[src/rtl/bcd_modn_counter.sv]
// Multi-digit BCD modulo-N counter with enable, up/down, validated parallel
// load and a same-cycle cascade carry for chaining counters on one clock.
module bcd_modn_counter #(
    parameter int DIGITS  = 2,
    parameter int MODULUS = 60
) (
    input  logic                  clk,
    input  logic                  reset,
    input  logic                  en,
    input  logic                  up,
    input  logic                  load,
    input  logic [4*DIGITS-1:0]   load_val,
    output logic [4*DIGITS-1:0]   count,
    output logic                  carry_out,
    output logic                  count_complete,
    output logic                  load_err
);

    localparam int W = 4 * DIGITS;

    function automatic logic [W-1:0] to_bcd(input int value);
        logic [W-1:0] res;
        int           rem;
        res = '0;
        rem = value;
        for (int i = 0; i < DIGITS; i++) begin
            res[4*i +: 4] = 4'(rem % 10);
            rem           = rem / 10;
        end
        return res;
    endfunction

    localparam logic [W-1:0] MAX_BCD = to_bcd(MODULUS - 1);

    logic [W-1:0] count_q, count_d;
    logic         count_complete_q, count_complete_d;
    logic         load_err_q, load_err_d;

    logic [W-1:0] inc_val;
    logic [W-1:0] dec_val;
    logic         inc_carry;
    logic         dec_borrow;
    logic         digits_ok;
    logic         load_ok;
    logic         at_max;
    logic         at_zero;

    // Ripple the BCD carry/borrow through the digits within a single cycle.
    always_comb begin
        inc_val   = count_q;
        inc_carry = 1'b1;
        for (int i = 0; i < DIGITS; i++) begin
            if (inc_carry) begin
                if (count_q[4*i +: 4] == 4'd9) begin
                    inc_val[4*i +: 4] = 4'd0;
                end else begin
                    inc_val[4*i +: 4] = count_q[4*i +: 4] + 4'd1;
                    inc_carry         = 1'b0;
                end
            end
        end
    end

    always_comb begin
        dec_val    = count_q;
        dec_borrow = 1'b1;
        for (int i = 0; i < DIGITS; i++) begin
            if (dec_borrow) begin
                if (count_q[4*i +: 4] == 4'd0) begin
                    dec_val[4*i +: 4] = 4'd9;
                end else begin
                    dec_val[4*i +: 4] = count_q[4*i +: 4] - 4'd1;
                    dec_borrow        = 1'b0;
                end
            end
        end
    end

    // With every digit valid, raw binary order equals decimal order,
    // so the range check is a plain compare against MODULUS-1 in BCD.
    always_comb begin
        digits_ok = 1'b1;
        for (int i = 0; i < DIGITS; i++) begin
            if (load_val[4*i +: 4] > 4'd9) begin
                digits_ok = 1'b0;
            end
        end
        load_ok = digits_ok && (load_val <= MAX_BCD);
    end

    assign at_max  = (count_q == MAX_BCD);
    assign at_zero = (count_q == '0);

    always_comb begin
        count_d          = count_q;
        count_complete_d = 1'b0;
        load_err_d       = 1'b0;
        if (load) begin
            if (load_ok) begin
                count_d = load_val;
            end else begin
                load_err_d = 1'b1;
            end
        end else if (en) begin
            if (up) begin
                if (at_max) begin
                    count_d          = '0;
                    count_complete_d = 1'b1;
                end else begin
                    count_d = inc_val;
                end
            end else begin
                if (at_zero) begin
                    count_d          = MAX_BCD;
                    count_complete_d = 1'b1;
                end else begin
                    count_d = dec_val;
                end
            end
        end
    end

    always_ff @(posedge clk or negedge reset) begin
        if (!reset) begin
            count_q          <= '0;
            count_complete_q <= 1'b0;
            load_err_q       <= 1'b0;
        end else begin
            count_q          <= count_d;
            count_complete_q <= count_complete_d;
            load_err_q       <= load_err_d;
        end
    end

    assign count          = count_q;
    assign count_complete = count_complete_q;
    assign load_err       = load_err_q;
    // Drives the next stage's en so it steps on the same edge this one wraps.
    assign carry_out      = en & ~load & (up ? at_max : at_zero);

endmodule
[config.mk]
export PLATFORM = sky130hd
export DESIGN_NAME = bcd_modn_counter
export DESIGN_NICKNAME = d
export VERILOG_FILES = /design/src/rtl/bcd_modn_counter.sv
export SDC_FILE = /design/constraint.sdc
export NUM_CORES = 1
export LEC_CHECK = 0
export CAP_MARGIN = 40
export CORE_ASPECT_RATIO = 1.5
export CORE_MARGIN = 4
export CORE_UTILIZATION = 45
export CTS_BUF_LIST = sky130_fd_sc_hd__clkbuf_4
export CTS_CLUSTER_DIAMETER = 200
export CTS_CLUSTER_SIZE = 25
export DETAILED_ROUTE_END_ITERATION = 6
export PLACE_DENSITY = 0.75
export SKIP_LAST_GASP = 1
export SYNTH_ARGS = -nofsm -noshare
export SYNTH_HDL_FRONTEND = slang
export SYNTH_SLANG_ARGS = --single-unit
export TNS_END_PERCENT = 5
[constraint.sdc]
create_clock -name clk -period 3.4 [get_ports clk]
set_input_delay 0.68 -clock clk [delete_from_list [all_inputs] [get_ports clk]]
set_output_delay 0.68 -clock clk [all_outputs]
set_load 0.05 [all_outputs]
== Yosys cells after proc, flatten, opt, wreduce, memory -nomap -nowiden ==
Cells that the tools add are included.

* Register bits: 10
* Input port bits: 13
* Output and inout port bits: 11
* Word-level logic and storage cells: 51

* Add/sub/neg operators: 4
* Order comparisons: 3
* Equality and inequality tests: 5
* Multiplexer cells: 24
* Bitwise logic cells: 3
* Reductions and logical operators: 8

{| class="wikitable"
|+ Operator list
! kind !! count
|-
| 2-to-1 mux 8 bit || 6
|-
| 2-to-1 mux 4 bit || 6
|-
| 2-to-1 mux 1 bit || 12
|-
| adder 4 x 1 -> 4 bit, second input constant || 2
|-
| == test 4 bit, second input constant || 2
|-
| == test 8 x 7 -> 1 bit, second input constant || 1
|-
| > comparator 4 bit, second input constant || 2
|-
| less-or-equal comparator 8 x 7 -> 1 bit, second input constant || 1
|-
| logical NOT 4 bit || 2
|-
| logical NOT 8 bit || 1
|-
| subtractor 4 x 1 -> 4 bit, second input constant || 2
|-
| inequality test 4 x 1 -> 1 bit, second input constant || 1
|-
| AND reduction 4 bit || 1
|-
| nonzero test 4 bit || 1
|-
| bitwise AND 1 bit || 2
|-
| inequality test 2 x 1 -> 1 bit, second input constant || 1
|-
| AND reduction 2 bit || 1
|-
| nonzero test 2 bit || 1
|-
| logical AND 1 bit || 1
|-
| NOT 1 bit || 1
|}

== Depth between registers and ports, before layout ==
Gate-level depths: netlist (run 1).

* Depth in word-level cells: 7
* Depth in mapped cells: 6
* Depth with buffers taken out: 6

== Worst setup path after synthesis (run 1) ==
OpenSTA, ideal clock, no wires.

* Kind: reg2out
* Start: register count_q[0], in the netlist count[0]
* End: output port carry_out
* Data arrival time: 3151 ps
* Data required time: 2720 ps
* Slack: -431 ps
* Cell stages (with the launch flop): 7
* Path buffers: 0
* Cells stage by stage: dfrtp_1 > inv_1 > ha_1 > or3b_1 > nor4_1 > a41oi_1 > nor4_1

* Word-level cells in the longest chain between the ends: 3
* Elaborated cells between the ends (all ways): 4
* Classes of those cells: eq/ne: 1; mux: 1; bitwise: 1; reduce/logical: 1

{| class="wikitable"
|+ Ends and longest elaborated chain
! element !! line !! text
|-
| from (decl) || 35 || <nowiki>logic [W-1:0] count_q, count_d;</nowiki>
|-
| from (signal assigned) || 129 || <nowiki>count_q <= count_d;</nowiki>
|-
| == test 8 x 7 -> 1 bit / logical NOT 8 bit (equally long branches) || 91, 92 ||
|-
| 2-to-1 mux 1 bit (*) || 139 || <nowiki>assign carry_out = en & ~load & (up ? at_max : at_zero);</nowiki>
|-
| bitwise AND 1 bit (*) || 139 ||
|-
| to (decl) || 14 || <nowiki>output logic carry_out,</nowiki>
|}

Every way passes the cells marked *; elsewhere a longest branch is shown, timed or not.

== Final worst setup path (run 1) ==
Same ends and word-level chain as after synthesis.

==> impl_metrics.sql, run 1 <==
INSERT INTO impl_metrics (metric_group, metric, value, unit) VALUES
('timing', 'totalNegativeSetupSlack', '0', 'ps'),
('floorplan', 'starting_density_of_the_core', '48.6', '%'),
('floorplan', 'design.die.area', '2860', 'um2'),
('cts', 'postCtsHoldBufs', '0', ''),
('yosys', 'synth_area_per_cell', '8.17', 'um2'),
('floorplan', 'die_width', '45.0', 'um'),
('yosys', 'synthesis.instances', '113', ''),
('worst_setup_path', 'cp-start-kind', 'register', ''),
('timing', 'skew', '3.30', 'ps'),
('worst_setup_path', 'worstSetupEndpoint', 'carry_out', ''),
('worst_setup_path', 'path_class', 'reg -> out', ''),
('routing', 'mean_routed_wirelength_per_cell', '15.7', 'um'),
('routing', 'antenna_left', '0', ''),
('yosys', 'mappedNetlistNets', '129', ''),
('worst_setup_path', 'worst-endpoint-arrival', '2350', 'ps'),
('cts', 'tritoncts', 'yes', ''),
('global_routing', 'maximum_number_of_pins_on_one_net_before_global_route_repair', '21', ''),
('routing', 'post_drt_via_cell_ratio', '6.27', ''),
('worst_setup_path', 'cp.required', '2720', 'ps'),
('cts', 'cts-root-buf', 'sky130_fd_sc_hd__clkbuf_4', ''),
('finish', 'number_of_diodes_added_for_antenna_fixing', '0', ''),
('cts', 'cts.repair_timing.setup_buffer_count', '0', ''),
('global_routing', 'grt_remaining_overflow', '0', ''),
('timing', 'number_of_setup_violations_in_the_final_report', '0', ''),
('global_routing', 'vias_in_the_first_global_route', '938', ''),
('cts', 'worst_path_clk_slew', '80', 'ps'),
('cts', 'clk_path_buf_depth', '2', ''),
('place', 'final_wtd_congestion', '0.837', ''),
('place', 'portBuffers', '23', ''),
('yosys', 'netlist.area_leader.share', '27.1', '%'),
('worst_setup_path', 'crit_start', 'count[0]$_DFFE_PN0P_', ''),
('yosys', 'netlist.top_cell.by_area', 'sky130_fd_sc_hd__dfrtp_1', ''),
('cts', 'tritoncts.num_buffers', '3', ''),
('pwr', 'leakage_power_total', '0.000462', 'uW'),
('worst_setup_path', 'critical_path.cell_chain', 'inv_1 -> ha_1 -> or3b_1 -> nor4_1 -> a41oi_1 -> nor4_2 -> buf_12', ''),
('yosys', 'yosysWarnings', '0', ''),
('run_status', 'outcome', 'complete, no violations', ''),
('yosys', 'most_frequent_cell_after_synthesis', 'sky130_fd_sc_hd__dfrtp_1', ''),
('yosys', 'synth_seq_cells', '10', ''),
('yosys', 'ys_types', '42', ''),
('flow_run', 'maxCapViolations', '0', ''),
('place', 'detailedPlacementHpwl', '1.85', 'mm'),
('timing', 'hold_viol', '0', ''),
('global_routing', 'gr-usage-all-layers', '18.9', '%'),
('yosys', 'synth_top_cells_by_count', 'sky130_fd_sc_hd__dfrtp_1 (10), sky130_fd_sc_hd__nand2b_1 (8), sky130_fd_sc_hd__a21oi_1 (7), sky130_fd_sc_hd__nand2_1 (7)', ''),
('hold_path', 'min_from', 'count[2]$_DFFE_PN0P_', ''),
('cts', 'worstSkewPairLatency', '260', 'ps'),
('timing', 'max_clock_freq', '330', 'MHz'),
('timing', 'timing.final.crit_period', '3030', 'ps'),
('floorplan', 'die_height', '63.5', 'um'),
('floorplan', 'top_level_ports', '24', ''),
('finish', 'drive_gt1_share', '7.52', '%'),
('timing', 'setup_repair_after_global_routing_missed_its_margin', 'false', ''),
('global_routing', 'number_of_antenna_violations_at_the_first_check_in_global_routing', '0', ''),
('worst_setup_path', 'critical_path_peak_fanout', '9', ''),
('routing', 'route.vias.total', '965', ''),
('timing', 'slew_headroom', '64.3', '%'),
('floorplan', 'num_rows', '19', ''),
('routing', 'drtPass1Iterations', '4', ''),
('routing', 'post-route-drc-count', '0', ''),
('pwr', 'power_density', '720', 'nW/um2'),
('yosys', 'mappedNetlistArea', '923', 'um2'),
('cts', 'cts_sink_cnt', '10', ''),
('yosys', 'synthTopCellsByArea', 'sky130_fd_sc_hd__dfrtp_1 (27%), sky130_fd_sc_hd__nand2b_1 (5.4%), sky130_fd_sc_hd__ha_1 (4.1%)', ''),
('worst_setup_path', 'worst_setup_path_end_kind', 'output port', ''),
('worst_setup_path', 'worstReg2RegStart', 'count[0]$_DFFE_PN0P_', ''),
('global_routing', 'grt_pass1_wl', '4.11', 'mm'),
('worst_setup_path', 'crit_path_max_incr_delay', '460', 'ps'),
('cts', 'cts-htree-levels', '1', ''),
('routing', 'iteration_0_drc_count_of_the_detailed_router', '19', ''),
('finish', 'post-route-util', '62.7', '%');
## layout make-up
class / instances / area, um2
fillers: 188 / 709
multi-input cells: 91 / 623
repair buffers: 25 / 255
flip-flops and latches: 10 / 250
well taps: 21 / 26.3
clock buffers: 3 / 22.5
inverters: 3 / 11.3
clock inverters: 1 / 3.75
## worst max-delay path, delay by kind of cell (launching register included)
kind                     cells  cell delay (ps)
buffers and inverters        2              290
flip-flops                   1              460
AND/OR/NAND/NOR              3              990
AO/OA/AOI/OAI                1              110
adder cells (fa/ha/maj)      1              230
## registers in the layout, indices dropped and copies added, names as in the netlist
register	cells
load_err	1
count_complete	1
count	8
## worst min path at each step
| stage | end | slack (ps) | cells past startpoint |
|---|---|---|---|
| 2_1_floorplan | count[0]$_DFFE_PN0P_ | 380 | 0 |
| 3_3_place_gp | count[2]$_DFFE_PN0P_ | 660 | 2 |
| 3_5_place_dp | count[2]$_DFFE_PN0P_ | 670 | 2 |
| 4_1_cts | count[2]$_DFFE_PN0P_ | 690 | 2 |
| 5_1_grt | count[2]$_DFFE_PN0P_ | 750 | 2 |
| 6_report | count[2]$_DFFE_PN0P_ | 690 | 2 |
## metal layers
| metal | vias up | GRT usage (%) | wire length, um |
|---|---|---|---|
| li1 | 469 | - | - |
| met1 | 452 | 20.0 | 938 |
| met2 | 36 | 32.3 | 1260 |
| met3 | 8 | 4.84 | 164 |
| met4 | 0 | 9.89 | 60 |
| met5 | - | 0 | 0 |
## power by group
part | switching (uW) | internal [uW] | leakage, uW
sequential | 104 | 154 | 0.000126
clock | 44.3 | 42.3 | 0.0000154
combinational | 297 | 217 | 0.000321
total | 445 | 414 | 0.000462
## through the flow
step	hold slack (ps)	area [um2]	setup slack [ps]	cells
after CTS	690	1190	353	154
after global placement	664	1170	683	150
after global routing	750	1190	169	154
after detailed placement	673	1170	651	150
after floorplan	384	930	132	113
final	687	1190	368	154
## cell families after synthesis
family / share of synthesized area, %
buffers and inverters: 6.10
flip-flops: 27.1
AND/OR/NAND/NOR: 30.9
AO/OA/AOI/OAI: 30.9
adder cells (fa/ha/maj): 4.07
XOR/XNOR: 0.949
## placed cells by master (no fill, tap or decap), types with 2 or more instances in the layout
master	n
sky130_fd_sc_hd__nand2b_1	8
sky130_fd_sc_hd__a221o_1	3
sky130_fd_sc_hd__nor2_1	5
sky130_fd_sc_hd__and3b_1	3
sky130_fd_sc_hd__a21oi_1	7
sky130_fd_sc_hd__nor4_1	4
sky130_fd_sc_hd__o22ai_1	3
sky130_fd_sc_hd__nand2_1	7
sky130_fd_sc_hd__a21boi_0	2
sky130_fd_sc_hd__clkbuf_4	3
sky130_fd_sc_hd__o211ai_1	2
sky130_fd_sc_hd__a211oi_1	2
sky130_fd_sc_hd__nor2b_1	6
sky130_fd_sc_hd__nor3_1	5
sky130_fd_sc_hd__ha_1	3
sky130_fd_sc_hd__clkdlybuf4s50_1	22
sky130_fd_sc_hd__o21ai_0	6
sky130_fd_sc_hd__inv_1	3
sky130_fd_sc_hd__buf_4	2
sky130_fd_sc_hd__dfrtp_1	10
sky130_fd_sc_hd__and2_1	2
sky130_fd_sc_hd__o221ai_1	2
Power figures use the tool's default switching activity.
==> run 2: changes to the inputs <==
- CORE_MARGIN: 4 -> 3
- GPL_TIMING_DRIVEN: not set -> 0
- RECOVER_POWER: not set -> 100
==> run 2 against run 1 <==
Against the previous run: sequential share of layout area about the same; combinational power up 11%; worst setup slack worse by 96 ps; critical path depth down 1; clock skew down 1.3 ps; non-clock buffer count up 7; first-iteration DRC count up 63%; sequential cell count unchanged; design area up 0.10%; utilization up 0.86 points; largest power group unchanged; via count up 3.0%.
==> impl_metrics.sql, run 2 (synthesized netlist as in run 1, its figures left out) <==
INSERT INTO impl_metrics (metric_group, metric, value, unit) VALUES
('finish', 'multiInputGateArea', '611', 'um2'),
('timing', 'setup_repair_after_global_routing_missed_its_margin', 'false', ''),
('cts', 'tritoncts.num_buffers', '3', ''),
('finish', 'largest_register_ff_count', '8', ''),
('finish', 'final_net_count', '157', ''),
('worst_setup_path', 'cp-start-kind', 'input port', ''),
('worst_setup_path', 'r2r-end', 'count[7]$_DFFE_PN0P_', ''),
('pwr', 'power_consumption', '866', 'uW'),
('worst_setup_path', 'path_class', 'in -> out', ''),
('floorplan', 'num_rows', '19', ''),
('timing', 'holdWs', '693', 'ps'),
('flow_run', 'maxCapViolations', '0', ''),
('cts', 'worstSkewPairLatency', '260', 'ps'),
('cts', 'cts-root-buf', 'sky130_fd_sc_hd__clkbuf_4', ''),
('floorplan', 'top_level_ports', '24', ''),
('global_routing', 'maximum_number_of_pins_on_one_net_before_global_route_repair', '11', ''),
('place', 'detailedPlacementHpwl', '2.00', 'mm'),
('cts', 'clk_path_buf_depth', '2', ''),
('pwr', 'leakage_power_total', '0.000494', 'uW'),
('floorplan', 'placeable_core_area', '1880', 'um2'),
('cts', 'worst_path_clk_slew', '70', 'ps'),
('finish', 'layout.area.seq', '250', 'um2'),
('pwr', 'peakVddDrop', '513', 'uV'),
('finish', 'number_of_diodes_added_for_antenna_fixing', '0', ''),
('floorplan', 'starting_density_of_the_core', '49.2', '%'),
('routing', 'drtPass1Iterations', '4', ''),
('routing', 'drt-total-wl', '2.61', 'mm'),
('worst_setup_path', 'worstReg2RegStart', 'count[0]$_DFFE_PN0P_', ''),
('global_routing', 'vias_in_the_first_global_route', '952', ''),
('timing', 'slew_headroom', '49.1', '%'),
('worst_setup_path', 'worst_setup_path_end_kind', 'output port', ''),
('global_routing', 'number_of_antenna_violations_at_the_first_check_in_global_routing', '0', ''),
('cts', 'tritoncts', 'yes', ''),
('place', 'portBuffers', '23', ''),
('global_routing', 'grt_remaining_overflow', '0', ''),
('place', 'final_wtd_congestion', '0.834', ''),
('floorplan', 'die_height', '61.5', 'um'),
('routing', 'route.vias.total', '994', ''),
('worst_setup_path', 'cp.required', '2720', 'ps'),
('routing', 'mean_routed_wirelength_per_cell', '16.2', 'um'),
('timing', 'number_of_setup_violations_in_the_final_report', '0', ''),
('routing', 'iteration_0_drc_count_of_the_detailed_router', '31', ''),
('worst_setup_path', 'reg2reg_setup_slack', '1010', 'ps'),
('hold_path', 'endpoint_of_the_worst_hold_path', 'count[2]$_DFFE_PN0P_', ''),
('timing', 'timing.final.crit_period', '3130', 'ps'),
('worst_setup_path', 'worst-endpoint-arrival', '2450', 'ps'),
('run_status', 'outcome', 'complete, no violations', ''),
('floorplan', 'design.die.area', '2640', 'um2'),
('routing', 'post-route-drc-count', '0', ''),
('worst_setup_path', 'worst_r2r_path_depth', '6', ''),
('routing', 'antenna_left', '0', ''),
('finish', 'area.growth.synth_to_final', '29.3', '%'),
('timing', 'worstMarginPinSlew', '758', 'ps'),
('timing', 'skew', '1.99', 'ps'),
('finish', 'leading_cell_type_in_the_layout_fill_and_taps_excluded', 'sky130_fd_sc_hd__dlygate4sd3_1', ''),
('hold_path', 'hold_path_depth', '2', ''),
('timing', 'layout_worst_path_cycle_share', '92.0', '%'),
('worst_setup_path', 'critical_path_peak_fanout', '10', ''),
('floorplan', 'die_width', '43.0', 'um'),
('global_routing', 'grt_pass1_wl', '4.38', 'mm'),
('global_routing', 'gr-usage-all-layers', '21.5', '%'),
('hold_path', 'min_from', 'count[2]$_DFFE_PN0P_', ''),
('routing', 'post_drt_via_cell_ratio', '6.17', ''),
('finish', 'fill_cells', '165', ''),
('timing', 'timing_max_transition_violations_final', '0', ''),
('cts', 'cts-htree-levels', '1', ''),
('worst_setup_path', 'crit_start', 'up', ''),
('finish', 'drive_gt1_share', '9.29', '%'),
('timing', 'max_clock_freq', '320', 'MHz'),
('cts', 'cts_sink_cnt', '10', ''),
('timing', 'hold_viol', '0', ''),
('pwr', 'power_density', '725', 'nW/um2'),
('finish', 'final_cell_mix', 'sky130_fd_sc_hd__dlygate4sd3_1 (12), sky130_fd_sc_hd__dfrtp_1 (10), sky130_fd_sc_hd__clkdlybuf4s50_1 (10)', ''),
('hold_path', 'hold_path.class', 'reg -> reg', '');
-- run 2: cell count changes in the layout (fill, tap and decap cells not counted), sizes merged --
cell	before	now
buf	3	5
clkdlybuf4s50	22	10
dlygate4sd3	0	12
clkbuf	3	8
-- run 2: stage by stage --
step,worst slack (ps),util (%),std cells,setup TNS [ps],area (um2)
floorplan,132,-,113,0,930
global placement,-187,63.2,157,-187,1190
detailed placement,-204,63.2,157,-204,1190
CTS,75.7,64.5,161,0,1210
global route,167,63.6,161,0,1190
finish,272,63.6,161,0,1190
-- run 2: cell type report --
type / instances / area share [%]
clock inverter: 1 / 0.314
inverter: 3 / 0.943
sequential: 10 / 21.0
clock buffer: 3 / 1.89
multi-input combinational: 91 / 51.2
tap: 21 / 2.20
timing repair buffer: 23 / 18.9
buffer: 9 / 3.67
-- run 2: how the worst max path moves through the flow --
stage                endpoint  slack (ps)
finish              carry_out         270
global route        carry_out         170
CTS                 carry_out          80
detailed placement  carry_out        -200
global placement    carry_out        -190
floorplan           carry_out         130
-- run 2: routing by layer --
layer  part of all wire [%]  track usage, %  vias up
met5                      0               0        -
met4                    4.4            11.2        0
met3                    5.0            3.22       10
met2                     51            37.3       45
met1                     40            25.7      456
li1                       -               -      483
-- run 2: repair_timing --
action	4_1_cts	5_1_grt
buffers inserted	0	0
cloned	0	0
hold buffers	0	0
resized for setup	1	3
setup endpoints to repair	1	1
-- run 2: where the power goes --
| group | internal [uW] | switching (uW) | total [uW] |
|---|---|---|---|
| Sequential | 156 | 52.7 | 209 |
| Combinational | 215 | 358 | 573 |
| Clock | 42.2 | 42.2 | 84.4 |
-- run 2: worst max-delay path, cell delays in order --
cell                              delay [ps]
sky130_fd_sc_hd__clkdlybuf4s50_1         550
sky130_fd_sc_hd__clkbuf_2                230
sky130_fd_sc_hd__buf_2                   260
sky130_fd_sc_hd__a41oi_1                 190
sky130_fd_sc_hd__nor4_2                  230
sky130_fd_sc_hd__clkbuf_2                310
